`src/rtl/adc_spi_cmd_pkg.sv`:
```
// Shared definitions for the ADC SPI command serializer: FSM state encoding
// and the SPI mode-0 polarity constants.
package adc_spi_cmd_pkg;

    typedef enum logic [2:0] {
        ST_IDLE     = 3'd0,
        ST_SETUP    = 3'd1,
        ST_SHIFT_HI = 3'd2,
        ST_SHIFT_LO = 3'd3,
        ST_HOLD     = 3'd4,
        ST_GAP      = 3'd5
    } state_t;

    localparam logic SCK_IDLE  = 1'b0;
    localparam logic CS_ACTIVE = 1'b0;

endpackage

```
`src/rtl/adc_spi_clkgen.sv`:
```
// SCK half-period timer: a down-counter reloaded at every phase start,
// emitting a one-cycle tick on the last cycle of each half-period.
module adc_spi_clkgen #(
    parameter int CLK_DIV = 4
) (
    input  logic aclk,
    input  logic aresetn,
    input  logic i_en,
    input  logic i_load,
    output logic o_tick
);

    localparam int CNT_W = $clog2(CLK_DIV + 1);
    localparam logic [CNT_W-1:0] CNT_LOAD = CNT_W'(CLK_DIV - 1);

    logic [CNT_W-1:0] r_cnt;

    always_ff @(posedge aclk or negedge aresetn) begin
        if (!aresetn) begin
            r_cnt <= '0;
        end else if (i_load) begin
            r_cnt <= CNT_LOAD;
        end else if (i_en && (r_cnt != '0)) begin
            r_cnt <= r_cnt - CNT_W'(1);
        end
    end

    assign o_tick = i_en && (r_cnt == '0);

endmodule

```
`src/rtl/adc_spi_cmd.sv`:
```
// AXI4-Stream to ADC SPI register-port serializer (mode 0, MSB first).
// Readback capture into rx_data/rx_valid is built only with ADC_SPI_RX_EN.
//
// state    | meaning
// ---------+------------------------------------------------------------
// IDLE     | tready high, csn high; waiting for a command word
// SETUP    | csn low, first bit on sdo, sck low for one half-period
// SHIFT_HI | sck high; sdi sampled on entry
// SHIFT_LO | sck low; next bit already on sdo
// HOLD     | sck low for one half-period before csn rises
// GAP      | csn high for CS_GAP cycles before the next accept
module adc_spi_cmd
    import adc_spi_cmd_pkg::*;
#(
    parameter int FRAME_BITS = 24,
    parameter int CLK_DIV    = 4,
    parameter int CS_GAP     = 8
) (
    input  logic        aclk,
    input  logic        aresetn,
    input  logic [31:0] s_axis_tdata,
    input  logic        s_axis_tvalid,
    output logic        s_axis_tready,
    output logic        spi_csn,
    output logic        spi_sck,
    output logic        spi_sdo,
    input  logic        spi_sdi,
    output logic [31:0] rx_data,
    output logic        rx_valid,
    output logic        busy
);

    localparam int BIT_W = $clog2(FRAME_BITS + 1);
    localparam int GAP_W = $clog2(CS_GAP + 1);

    state_t                r_state, w_state_nxt;
    logic                  r_csn, w_csn_nxt;
    logic                  r_sck, w_sck_nxt;
    logic                  r_sdo, w_sdo_nxt;
    logic                  r_tready, w_tready_nxt;
    logic                  r_busy, w_busy_nxt;
    logic [FRAME_BITS-1:0] r_tx_sr, w_tx_sr_nxt, w_tx_shift;
    logic [BIT_W-1:0]      r_bit_cnt, w_bit_cnt_nxt;
    logic [GAP_W-1:0]      r_gap_cnt, w_gap_cnt_nxt;
    logic                  w_tick, w_load, w_en;
    logic                  w_sample, w_frame_done;
    logic                  w_unused_bits;

    assign w_en = (r_state == ST_SETUP) || (r_state == ST_SHIFT_HI) ||
                  (r_state == ST_SHIFT_LO) || (r_state == ST_HOLD);

    adc_spi_clkgen #(.CLK_DIV(CLK_DIV)) u_clkgen (
        .aclk    (aclk),
        .aresetn (aresetn),
        .i_en    (w_en),
        .i_load  (w_load),
        .o_tick  (w_tick)
    );

    assign w_tx_shift = r_tx_sr << 1;

    always_ff @(posedge aclk or negedge aresetn) begin
        if (!aresetn) begin
            r_state   <= ST_IDLE;
            r_csn     <= ~CS_ACTIVE;
            r_sck     <= SCK_IDLE;
            r_sdo     <= 1'b0;
            r_tready  <= 1'b0;
            r_busy    <= 1'b0;
            r_tx_sr   <= '0;
            r_bit_cnt <= '0;
            r_gap_cnt <= '0;
        end else begin
            r_state   <= w_state_nxt;
            r_csn     <= w_csn_nxt;
            r_sck     <= w_sck_nxt;
            r_sdo     <= w_sdo_nxt;
            r_tready  <= w_tready_nxt;
            r_busy    <= w_busy_nxt;
            r_tx_sr   <= w_tx_sr_nxt;
            r_bit_cnt <= w_bit_cnt_nxt;
            r_gap_cnt <= w_gap_cnt_nxt;
        end
    end

    always_comb begin
        w_state_nxt   = r_state;
        w_csn_nxt     = r_csn;
        w_sck_nxt     = r_sck;
        w_sdo_nxt     = r_sdo;
        w_tx_sr_nxt   = r_tx_sr;
        w_bit_cnt_nxt = r_bit_cnt;
        w_gap_cnt_nxt = r_gap_cnt;
        w_load        = 1'b0;
        w_sample      = 1'b0;
        w_frame_done  = 1'b0;
        case (r_state)
            ST_IDLE: begin
                w_csn_nxt = ~CS_ACTIVE;
                w_sck_nxt = SCK_IDLE;
                if (s_axis_tvalid && r_tready) begin
                    w_tx_sr_nxt   = s_axis_tdata[FRAME_BITS-1:0];
                    w_bit_cnt_nxt = '0;
                    w_csn_nxt     = CS_ACTIVE;
                    w_sdo_nxt     = s_axis_tdata[FRAME_BITS-1];
                    w_load        = 1'b1;
                    w_state_nxt   = ST_SETUP;
                end
            end
            ST_SETUP, ST_SHIFT_LO: begin
                if (w_tick) begin
                    w_sck_nxt     = ~SCK_IDLE;
                    w_bit_cnt_nxt = r_bit_cnt + BIT_W'(1);
                    w_sample      = 1'b1;
                    w_load        = 1'b1;
                    w_state_nxt   = ST_SHIFT_HI;
                end
            end
            ST_SHIFT_HI: begin
                if (w_tick) begin
                    w_sck_nxt = SCK_IDLE;
                    w_load    = 1'b1;
                    if (r_bit_cnt == BIT_W'(FRAME_BITS)) begin
                        w_state_nxt = ST_HOLD;
                    end else begin
                        w_tx_sr_nxt = w_tx_shift;
                        w_sdo_nxt   = w_tx_shift[FRAME_BITS-1];
                        w_state_nxt = ST_SHIFT_LO;
                    end
                end
            end
            ST_HOLD: begin
                if (w_tick) begin
                    w_csn_nxt     = ~CS_ACTIVE;
                    w_sdo_nxt     = 1'b0;
                    w_gap_cnt_nxt = GAP_W'(CS_GAP - 1);
                    w_frame_done  = 1'b1;
                    w_state_nxt   = ST_GAP;
                end
            end
            ST_GAP: begin
                if (r_gap_cnt == '0) begin
                    w_state_nxt = ST_IDLE;
                end else begin
                    w_gap_cnt_nxt = r_gap_cnt - GAP_W'(1);
                end
            end
            default: begin
                w_state_nxt = ST_IDLE;
                w_csn_nxt   = ~CS_ACTIVE;
                w_sck_nxt   = SCK_IDLE;
                w_sdo_nxt   = 1'b0;
            end
        endcase
        w_tready_nxt = (w_state_nxt == ST_IDLE);
        w_busy_nxt   = (w_state_nxt != ST_IDLE);
    end

`ifdef ADC_SPI_RX_EN
    logic [FRAME_BITS-1:0] r_rx_sr;
    logic [31:0]           r_rx_data;
    logic                  r_rx_valid;

    always_ff @(posedge aclk or negedge aresetn) begin
        if (!aresetn) begin
            r_rx_sr    <= '0;
            r_rx_data  <= '0;
            r_rx_valid <= 1'b0;
        end else begin
            r_rx_valid <= w_frame_done;
            if (w_sample) begin
                r_rx_sr <= (r_rx_sr << 1) | FRAME_BITS'(spi_sdi);
            end
            if (w_frame_done) begin
                r_rx_data <= 32'(r_rx_sr);
            end
        end
    end

    assign rx_data       = r_rx_data;
    assign rx_valid      = r_rx_valid;
    assign w_unused_bits = ^s_axis_tdata;
`else
    assign rx_data       = '0;
    assign rx_valid      = 1'b0;
    assign w_unused_bits = ^{s_axis_tdata, spi_sdi, w_sample, w_frame_done};
`endif

    assign s_axis_tready = r_tready;
    assign spi_csn       = r_csn;
    assign spi_sck       = r_sck;
    assign spi_sdo       = r_sdo;
    assign busy          = r_busy;

endmodule
```
`config.mk`:
```
export PLATFORM = sky130hd
export DESIGN_NAME = adc_spi_cmd
export DESIGN_NICKNAME = d
export VERILOG_FILES = /design/src/rtl/adc_spi_cmd_pkg.sv /design/src/rtl/adc_spi_clkgen.sv /design/src/rtl/adc_spi_cmd.sv
export SDC_FILE = /design/constraint.sdc
export NUM_CORES = 1
export LEC_CHECK = 0
export ABC_AREA = 1
export BUFFER_PORTS_ARGS = -buffer_cell sky130_fd_sc_hd__buf_4
export CORE_ASPECT_RATIO = 1.5
export CORE_UTILIZATION = 40
export CTS_CLUSTER_SIZE = 14
export DETAILED_ROUTE_END_ITERATION = 16
export PLACE_DENSITY = 0.71
export SETUP_SLACK_MARGIN = 0.1
export SLEW_MARGIN = 15
export SYNTH_ARGS = -nofsm -noshare
export SYNTH_HDL_FRONTEND = slang
export SYNTH_HIERARCHICAL = 1
export SYNTH_SLANG_ARGS = --single-unit
```
`constraint.sdc`:
```
create_clock -name aclk -period 2.5 [get_ports aclk]
set_clock_uncertainty 0.15 [all_clocks]
set_input_delay 0.5 -clock aclk [delete_from_list [all_inputs] [get_ports aclk]]
set_output_delay 0.5 -clock aclk [all_outputs]
set_load 0.1 [all_outputs]
```
==> results_tabular.tex, run 1 <==
\begin{tabular}{lr}
\hline
Metric & Value \\
\hline
\multicolumn{2}{l}{\textbf{Pwr}} \\
\quad Sw frac & 0.327 \\
\quad Net switching component of the power & 475 µW \\
\quad Pint & 977 µW \\
\quad Power Density & 517 mW/mm² \\
\quad Peak supply drop & 0.000301 V \\
\quad Part of the power in registers & 0.478 \\
\quad Proportion of power drawn by combinational gates & 0.184 \\
\quad Static Leakage & 1.45 nW \\
\quad Proportion of power drawn by the clock network & 0.337 \\
\multicolumn{2}{l}{\textbf{Critical path}} \\
\quad Required arrival time at the worst endpoint & 2.51 ns \\
\quad Termination of the worst setup path & r\_tx\_sr[6] \\
\quad Launching element type of the critical path & flop \\
\quad Standard cell with the maximum stage delay on the critical path & sky130\_fd\_sc\_hd\_\_dfrtp\_1 \\
\quad Capture instance of the worst register-to-register path & r\_tx\_sr[6] \\
\quad Internal reg-to-reg setup slack & 0.37 ns \\
\quad Critical path start-end classification & reg -> reg \\
\quad Sort of element at the end of the critical path & flop \\
\quad Series of cell instances along the critical path & nor2\_4, inv\_1, nand2\_1, nand2\_1, nand2\_1, inv\_1, inv\_1, o21ai\_4, nand2\_4, o21ai\_0 \\
\quad Largest fanout on the critical path & 45 \\
\quad Biggest cell delay along the critical path & 0.44 ns \\
\quad Cell depth of the worst flop-to-flop path & 10 \\
\quad Launch point of the critical path & r\_state[1] \\
\quad Launch point of the worst reg-to-reg path & r\_state[1] \\
\quad Data arrival time at the worst-slack endpoint & 2.15 ns \\
\multicolumn{2}{l}{\textbf{Job}} \\
\quad Max\_cap viols & 0 \\
\multicolumn{2}{l}{\textbf{Floorplan}} \\
\quad Placeable Area & 0.00617 mm² \\
\quad I/O pin count & 74 \\
\quad Starting Density & 0.414 \\
\quad Width of the die & 67.3 µm \\
\quad Floorplan die height & 99.9 µm \\
\quad Row count & 35 \\
\quad Area enclosed by the die boundary & 0.00672 mm² \\
\multicolumn{2}{l}{\textbf{Timing}} \\
\quad Setup repair after global routing missed its margin & no \\
\quad Number of hold-slack violations in the final timing report & 0 \\
\quad Final max-slew violation count & 0 \\
\quad Final Cycle Share & 0.854 \\
\quad Post-layout minimum cycle time & 2.13 ns \\
\quad Slew @ Worst Pin & 0.559 ns \\
\quad Final Setup Violations & 0 \\
\quad Worst slew slack as a fraction of its limit & 0.627 \\
\quad Max Freq & 0.468 GHz \\
\quad Final-layout setup total negative slack & 0 ns \\
\multicolumn{2}{l}{\textbf{Global routing}} \\
\quad GR Util met1 & 0.189 \\
\quad Global routing's busiest layer & met2 \\
\quad Met3 Use GR & 0.0307 \\
\quad Largest net degree at the start of global routing & 46 \\
\quad Initial antenna violation count & 0 \\
\quad All-Layer GR Usage & 0.162 \\
\quad First-pass GRT wire length & 8320 µm \\
\quad Vias in the first global route & 1890 \\
\quad Global-route congestion overflow total & 0 \\
\quad Met2 track utilization from global routing & 0.279 \\
\multicolumn{2}{l}{\textbf{Layout}} \\
\quad Area growth from synthesis to final layout & 9.79\% \\
\quad Number of nets at the end of the flow & 391 \\
\quad Area occupied by multi-input gates & 0.00117 mm² \\
\quad Post-route cell area & 0.00281 mm² \\
\quad Storage cell area & 0.00108 mm² \\
\quad Fraction of final layout cells sized beyond drive strength 1 & 0.174 \\
\quad Number of fill cells & 616 \\
\quad Antenna diode instance count & 0 \\
\multicolumn{2}{l}{\textbf{Synth}} \\
\quad Post-Synthesis Mean Instance Area & 8.01 µm² \\
\quad Synthesis warning total & 6 \\
\quad Number of distinct library cells after synthesis & 31 \\
\quad Syn Std Cell Area & 0.00256 mm² \\
\quad Largest area contributor in the synthesized netlist & sky130\_fd\_sc\_hd\_\_dfrtp\_1 \\
\quad Cells after synthesis & 319 \\
\quad Async set or reset register ratio after synthesis & 1.00 \\
\quad Main synth FF type & sky130\_fd\_sc\_hd\_\_dfrtp\_1 \\
\quad Number of synthesized register bits & 43 \\
\quad Top cells by area, synth & sky130\_fd\_sc\_hd\_\_dfrtp\_1 41\%, sky130\_fd\_sc\_hd\_\_buf\_4 9.7\%, sky130\_fd\_sc\_hd\_\_nand2\_1 9.5\%, sky130\_fd\_sc\_hd\_\_o21ai\_0 6.7\%, sky130\_fd\_sc\_hd\_\_or2\_1 4.7\% \\
\quad Leading post-synthesis cells by instance count & 65 x sky130\_fd\_sc\_hd\_\_nand2\_1, 42 x sky130\_fd\_sc\_hd\_\_dfrtp\_1, 34 x sky130\_fd\_sc\_hd\_\_o21ai\_0 \\
\quad Share of synthesized area occupied by flip-flops and latches & 0.421 \\
\quad Most frequent cell after synthesis & sky130\_fd\_sc\_hd\_\_nand2\_1 \\
\quad Number of enable flip-flop cells after synthesis & 0 \\
\quad Area share of the largest cell type after synthesis & 0.411 \\
\multicolumn{2}{l}{\textbf{Detailed routing}} \\
\quad Avg WL per Cell & 11.2 µm \\
\quad Count of unresolved DRC violations after routing & 0 \\
\quad Total via count after detailed routing & 1987 \\
\quad Number of detailed-routing iterations run before antenna repair & 4 \\
\quad Via density per instance & 4.68 \\
\quad Detailed router's first-iteration violation count & 56 \\
\quad Post-route antenna net violation count & 0 \\
\quad Sum of routed wire length over all layers & 4750 µm \\
\multicolumn{2}{l}{\textbf{Placed design}} \\
\quad Weighted congestion reported at the end of routability-driven placement & 0.909 \\
\quad Half-perimeter wire length after placement & 3440 µm \\
\quad Area after detailed placement & 0.00271 mm² \\
\quad Count of port buffers added during placement & 31 \\
\multicolumn{2}{l}{\textbf{Clock tree}} \\
\quad Clock slew at reported path FFs & 0.08 ns \\
\quad Clock buffer depth & 2 \\
\quad Clock tree from TritonCTS & yes \\
\quad Clock Sinks & 43 \\
\quad Skew-Pair Late Insertion Delay & 0.29 ns \\
\quad Post-cts sizing count & 0 \\
\quad TritonCTS Buffers & 5 \\
\quad Clock root buffer master & sky130\_fd\_sc\_hd\_\_clkbuf\_8 \\
\quad Buffer count from post-CTS setup fixing & 0 \\
\quad Depth of the CTS H-tree & 2 \\
\quad Number of buffers inserted by hold repair at cts & 0 \\
\multicolumn{2}{l}{\textbf{Worst hold path}} \\
\quad Kind of path behind the tightest hold check & in -> async \\
\multicolumn{2}{l}{\textbf{Run status}} \\
\quad Status & finished, final reports clean \\
\hline
\end{tabular}
-- layer usage --
metal	vias to the layer above	part of all wire
li1	1011	-
met1	908	0.42
met2	61	0.52
met3	7	0.038
met4	0	0.021
met5	-	0
-- critical path: cells and delay by family, from the launching register on --
family	cells	cell delay, ns
flip-flops	1	0.44
AND/OR/NAND/NOR	5	0.87
buffers and inverters	3	0.26
AO/OA/AOI/OAI	2	0.26
-- through the flow --
| step | hold WS [ns] | utilization | power (mW) | instances | setup WS [ns] |
|---|---|---|---|---|---|
| 2_1_floorplan | 0.0544 | - | 0.972 | 351 | 0.406 |
| 3_3_place_gp | 0.300 | 0.438 | 0.977 | 417 | 0.409 |
| 3_5_place_dp | 0.309 | 0.438 | 0.978 | 417 | 0.354 |
| 4_1_cts | 0.0568 | 0.455 | 1.47 | 425 | 0.360 |
| 5_1_grt | 0.0842 | 0.455 | 1.50 | 425 | 0.135 |
| 6_report | 0.0355 | 0.455 | 1.45 | 425 | 0.365 |
-- placed cells by master, fill, tap and decap left out, drive strengths merged --
cell type / n
xor2: 1
o21ai: 53
conb: 33
o21a: 1
dfstp: 1
nor3: 1
clkbuf: 8
inv: 30
dfrtp: 42
nor2: 22
nand3: 23
a21oi: 6
nand4: 2
nand2: 67
or2: 22
ha: 5
buf: 34
-- how the worst min path moves through the flow --
stage                          start          end  slack [ns]  depth (start not counted)
after floorplan              aresetn         busy        0.05                          0
after global placement    r_tx_sr[0]   r_tx_sr[0]        0.30                          2
after detailed placement  r_tx_sr[0]   r_tx_sr[0]        0.31                          2
after CTS                    aresetn  r_tx_sr[19]        0.06                          1
after global routing         aresetn  r_tx_sr[18]        0.08                          1
final                        aresetn  r_tx_sr[18]        0.04                          1
-- flip-flops by register name (all words and copies together), names as in the netlist --
signal,cells
s_axis_tready,1
u_clkgen/r_cnt,3
r_bit_cnt,5
spi_sck,1
r_gap_cnt,4
r_tx_sr,23
r_state,3
spi_csn,1
spi_sdo,1
busy,1
-- layout make-up --
cell class / instances / share of cell area
Clock buffer: 8 / 0.0357
Inverter: 30 / 0.0410
Multi-Input combinational cell: 236 / 0.416
Sequential cell: 43 / 0.384
Tap cell: 74 / 0.0330
Timing Repair Buffer: 34 / 0.0909
-- power by group through the flow --
| stage | combinational (mW) | clock (mW) | sequential [mW] |
|---|---|---|---|
| final | 0.268 | 0.490 | 0.695 |
| after global routing | 0.281 | 0.529 | 0.695 |
| after CTS | 0.269 | 0.511 | 0.695 |
| after detailed placement | 0.269 | 0 | 0.709 |
| after global placement | 0.268 | 0 | 0.709 |
| after floorplan | 0.263 | 0 | 0.709 |
-- cell families (layout without fill, tap and decap cells) --
logic type | count (synthesis) | after routing | share of synthesized area
AND/OR/NAND/NOR | 137 | 137 | 0.248
buffers and inverters | 72 | 72 | 0.169
AO/OA/AOI/OAI | 60 | 60 | 0.132
flip-flops | 43 | 43 | 0.421
adder cells (fa/ha/maj) | 5 | 5 | 0.0245
other | 1 | 33 | 0.00147
XOR/XNOR | 1 | 1 | 0.00343
(Power assumes the default switching activity.)
==> inputs of run 2 (changes only) <==
Settings changed: CORE_UTILIZATION 40 to 45, PLACE_DENSITY 0.71 to 0.78.
==> results_tabular.tex, run 2 (synthesized netlist as in run 1, its figures left out) <==
\begin{tabular}{lr}
\hline
Metric & Value \\
\hline
\multicolumn{2}{l}{\textbf{Placed design}} \\
\quad Weighted congestion reported at the end of routability-driven placement & 0.903 \\
\quad Total instance count after detailed placement & 412 \\
\quad Half-perimeter wire length after placement & 3230 µm \\
\quad Pre-CTS setup slack & 0.329 ns \\
\quad Count of port buffers added during placement & 31 \\
\quad Area after detailed placement & 0.00269 mm² \\
\multicolumn{2}{l}{\textbf{Global routing}} \\
\quad Vias in the first global route & 1918 \\
\quad Global-route congestion overflow total & 0 \\
\quad Initial antenna violation count & 0 \\
\quad First-pass GRT wire length & 8000 µm \\
\quad All-Layer GR Usage & 0.170 \\
\quad Largest net degree at the start of global routing & 46 \\
\multicolumn{2}{l}{\textbf{Critical path}} \\
\quad Cell depth of the worst flop-to-flop path & 10 \\
\quad Largest fanout on the critical path & 45 \\
\quad Sort of element at the end of the critical path & flop \\
\quad Launch point of the critical path & r\_state[0] \\
\quad Required arrival time at the worst endpoint & 2.53 ns \\
\quad Data arrival time at the worst-slack endpoint & 2.17 ns \\
\quad Critical path start-end classification & reg -> reg \\
\quad Internal reg-to-reg setup slack & 0.36 ns \\
\quad Launch point of the worst reg-to-reg path & r\_state[0] \\
\quad Launching element type of the critical path & flop \\
\quad Capture instance of the worst register-to-register path & r\_tx\_sr[7] \\
\multicolumn{2}{l}{\textbf{Floorplan}} \\
\quad I/O pin count & 74 \\
\quad Row count & 33 \\
\quad Starting Density & 0.469 \\
\quad Floorplan die height & 94.3 µm \\
\quad Placeable Area & 0.00545 mm² \\
\quad Area enclosed by the die boundary & 0.00599 mm² \\
\quad Width of the die & 63.5 µm \\
\multicolumn{2}{l}{\textbf{Layout}} \\
\quad Fraction of final layout cells sized beyond drive strength 1 & 0.172 \\
\quad Leading cell types in the layout, fill and taps excluded & 65 x sky130\_fd\_sc\_hd\_\_nand2\_1, 42 x sky130\_fd\_sc\_hd\_\_dfrtp\_1, 34 x sky130\_fd\_sc\_hd\_\_o21ai\_0 \\
\quad Non-filler instance count after layout & 419 \\
\quad Flip-flop count of the largest register after layout & 23 \\
\quad Number of nets at the end of the flow & 390 \\
\quad Register with the most flip-flops & r\_tx\_sr \\
\quad Post-route cell area & 0.00281 mm² \\
\quad Commonest non-fill, non-tap cell in the layout & sky130\_fd\_sc\_hd\_\_nand2\_1 \\
\quad Antenna diode instance count & 0 \\
\quad Area growth from synthesis to final layout & 9.89\% \\
\quad Largest registers & r\_tx\_sr x23, r\_bit\_cnt x5, r\_gap\_cnt x4 \\
\quad End-of-flow core utilization & 0.515 \\
\multicolumn{2}{l}{\textbf{Timing}} \\
\quad Slew @ Worst Pin & 0.546 ns \\
\quad Setup repair after global routing missed its margin & no \\
\quad Max Freq & 0.467 GHz \\
\quad Post-layout minimum cycle time & 2.14 ns \\
\quad Worst slew slack as a fraction of its limit & 0.636 \\
\quad Final Cycle Share & 0.856 \\
\quad Final Setup Violations & 0 \\
\quad Setup ws final & 0.360 ns \\
\quad Number of hold-slack violations in the final timing report & 0 \\
\quad Final-layout setup total negative slack & 0 ns \\
\quad Worst hold slack after final layout & 0.0331 ns \\
\quad Final max-slew violation count & 0 \\
\multicolumn{2}{l}{\textbf{Detailed routing}} \\
\quad Sum of routed wire length over all layers & 4540 µm \\
\quad Number of detailed-routing iterations run before antenna repair & 5 \\
\quad Avg WL per Cell & 10.8 µm \\
\quad Total via count after detailed routing & 2001 \\
\quad Count of unresolved DRC violations after routing & 0 \\
\quad Detailed router's first-iteration violation count & 107 \\
\quad Via density per instance & 4.78 \\
\quad Post-route antenna net violation count & 0 \\
\multicolumn{2}{l}{\textbf{Worst hold path}} \\
\quad Kind of path behind the tightest hold check & in -> async \\
\multicolumn{2}{l}{\textbf{Clock tree}} \\
\quad Clock buffer depth & 2 \\
\quad Skew-Pair Late Insertion Delay & 0.30 ns \\
\quad Depth of the CTS H-tree & 2 \\
\quad Clock slew at reported path FFs & 0.08 ns \\
\quad Clock Sinks & 43 \\
\quad Clock tree from TritonCTS & yes \\
\quad TritonCTS Buffers & 5 \\
\quad Clock root buffer master & sky130\_fd\_sc\_hd\_\_clkbuf\_8 \\
\multicolumn{2}{l}{\textbf{Pwr}} \\
\quad Peak supply drop & 0.000305 V \\
\quad Overall power & 1.49 mW \\
\quad Power Density & 531 mW/mm² \\
\quad Static Leakage & 1.45 nW \\
\multicolumn{2}{l}{\textbf{Job}} \\
\quad Max\_cap viols & 0 \\
\multicolumn{2}{l}{\textbf{Run status}} \\
\quad Status & finished, final reports clean \\
\hline
\end{tabular}
-- run 2: layout make-up --
cell class | count | area, µm²
fillers | 523 | 2640
multi-input cells | 236 | 1170
flip-flops and latches | 43 | 1080
repair buffers | 33 | 248
inverters | 30 | 115
well taps | 70 | 87.6
clock buffers | 5 | 68.8
clock inverters | 2 | 37.5
-- run 2: where the power goes --
part	switching, mW	total [mW]	internal (mW)	leakage, nW
sequential	0	0.695	0.695	0.573
clock	0.237	0.529	0.292	0.0502
combinational	0.238	0.268	0.0296	0.824
-- run 2: what timing repair did --
item,4_1_cts,5_1_grt
gates resized for setup,0,1
setup endpoints to repair,0,6
buffers inserted,0,0
hold buffers,0,0
-- run 2: worst max path at each step --
| stage | cells after the start | slack (ns) | to |
|---|---|---|---|
| 2_1_floorplan | 12 | 0.41 | r_tx_sr[10] |
| 3_3_place_gp | 10 | 0.34 | r_tx_sr[6] |
| 3_5_place_dp | 10 | 0.33 | r_tx_sr[7] |
| 4_1_cts | 10 | 0.31 | r_tx_sr[7] |
| 5_1_grt | 10 | 0.16 | r_tx_sr[7] |
| 6_report | 10 | 0.36 | r_tx_sr[7] |
-- run 2: layer usage --
metal  share of wire  track usage  up-vias
met3           0.049       0.0425        9
met1            0.43        0.185      903
li1                -            -     1009
met4           0.020       0.0814        0
met5               0            0        -
met2            0.50        0.304       80
-- run 2: worst max-delay path: stages (launching register included) --
cell	delay, ns
sky130_fd_sc_hd__dfrtp_1	0.49
sky130_fd_sc_hd__nor2_4	0.22
sky130_fd_sc_hd__nand2_1	0.11
sky130_fd_sc_hd__nand2_1	0.19
sky130_fd_sc_hd__nand2_1	0.08
sky130_fd_sc_hd__inv_1	0.07
sky130_fd_sc_hd__inv_1	0.08
sky130_fd_sc_hd__o21ai_4	0.23
sky130_fd_sc_hd__nand2_8	0.21
sky130_fd_sc_hd__nand2_1	0.12
sky130_fd_sc_hd__o21ai_0	0.08
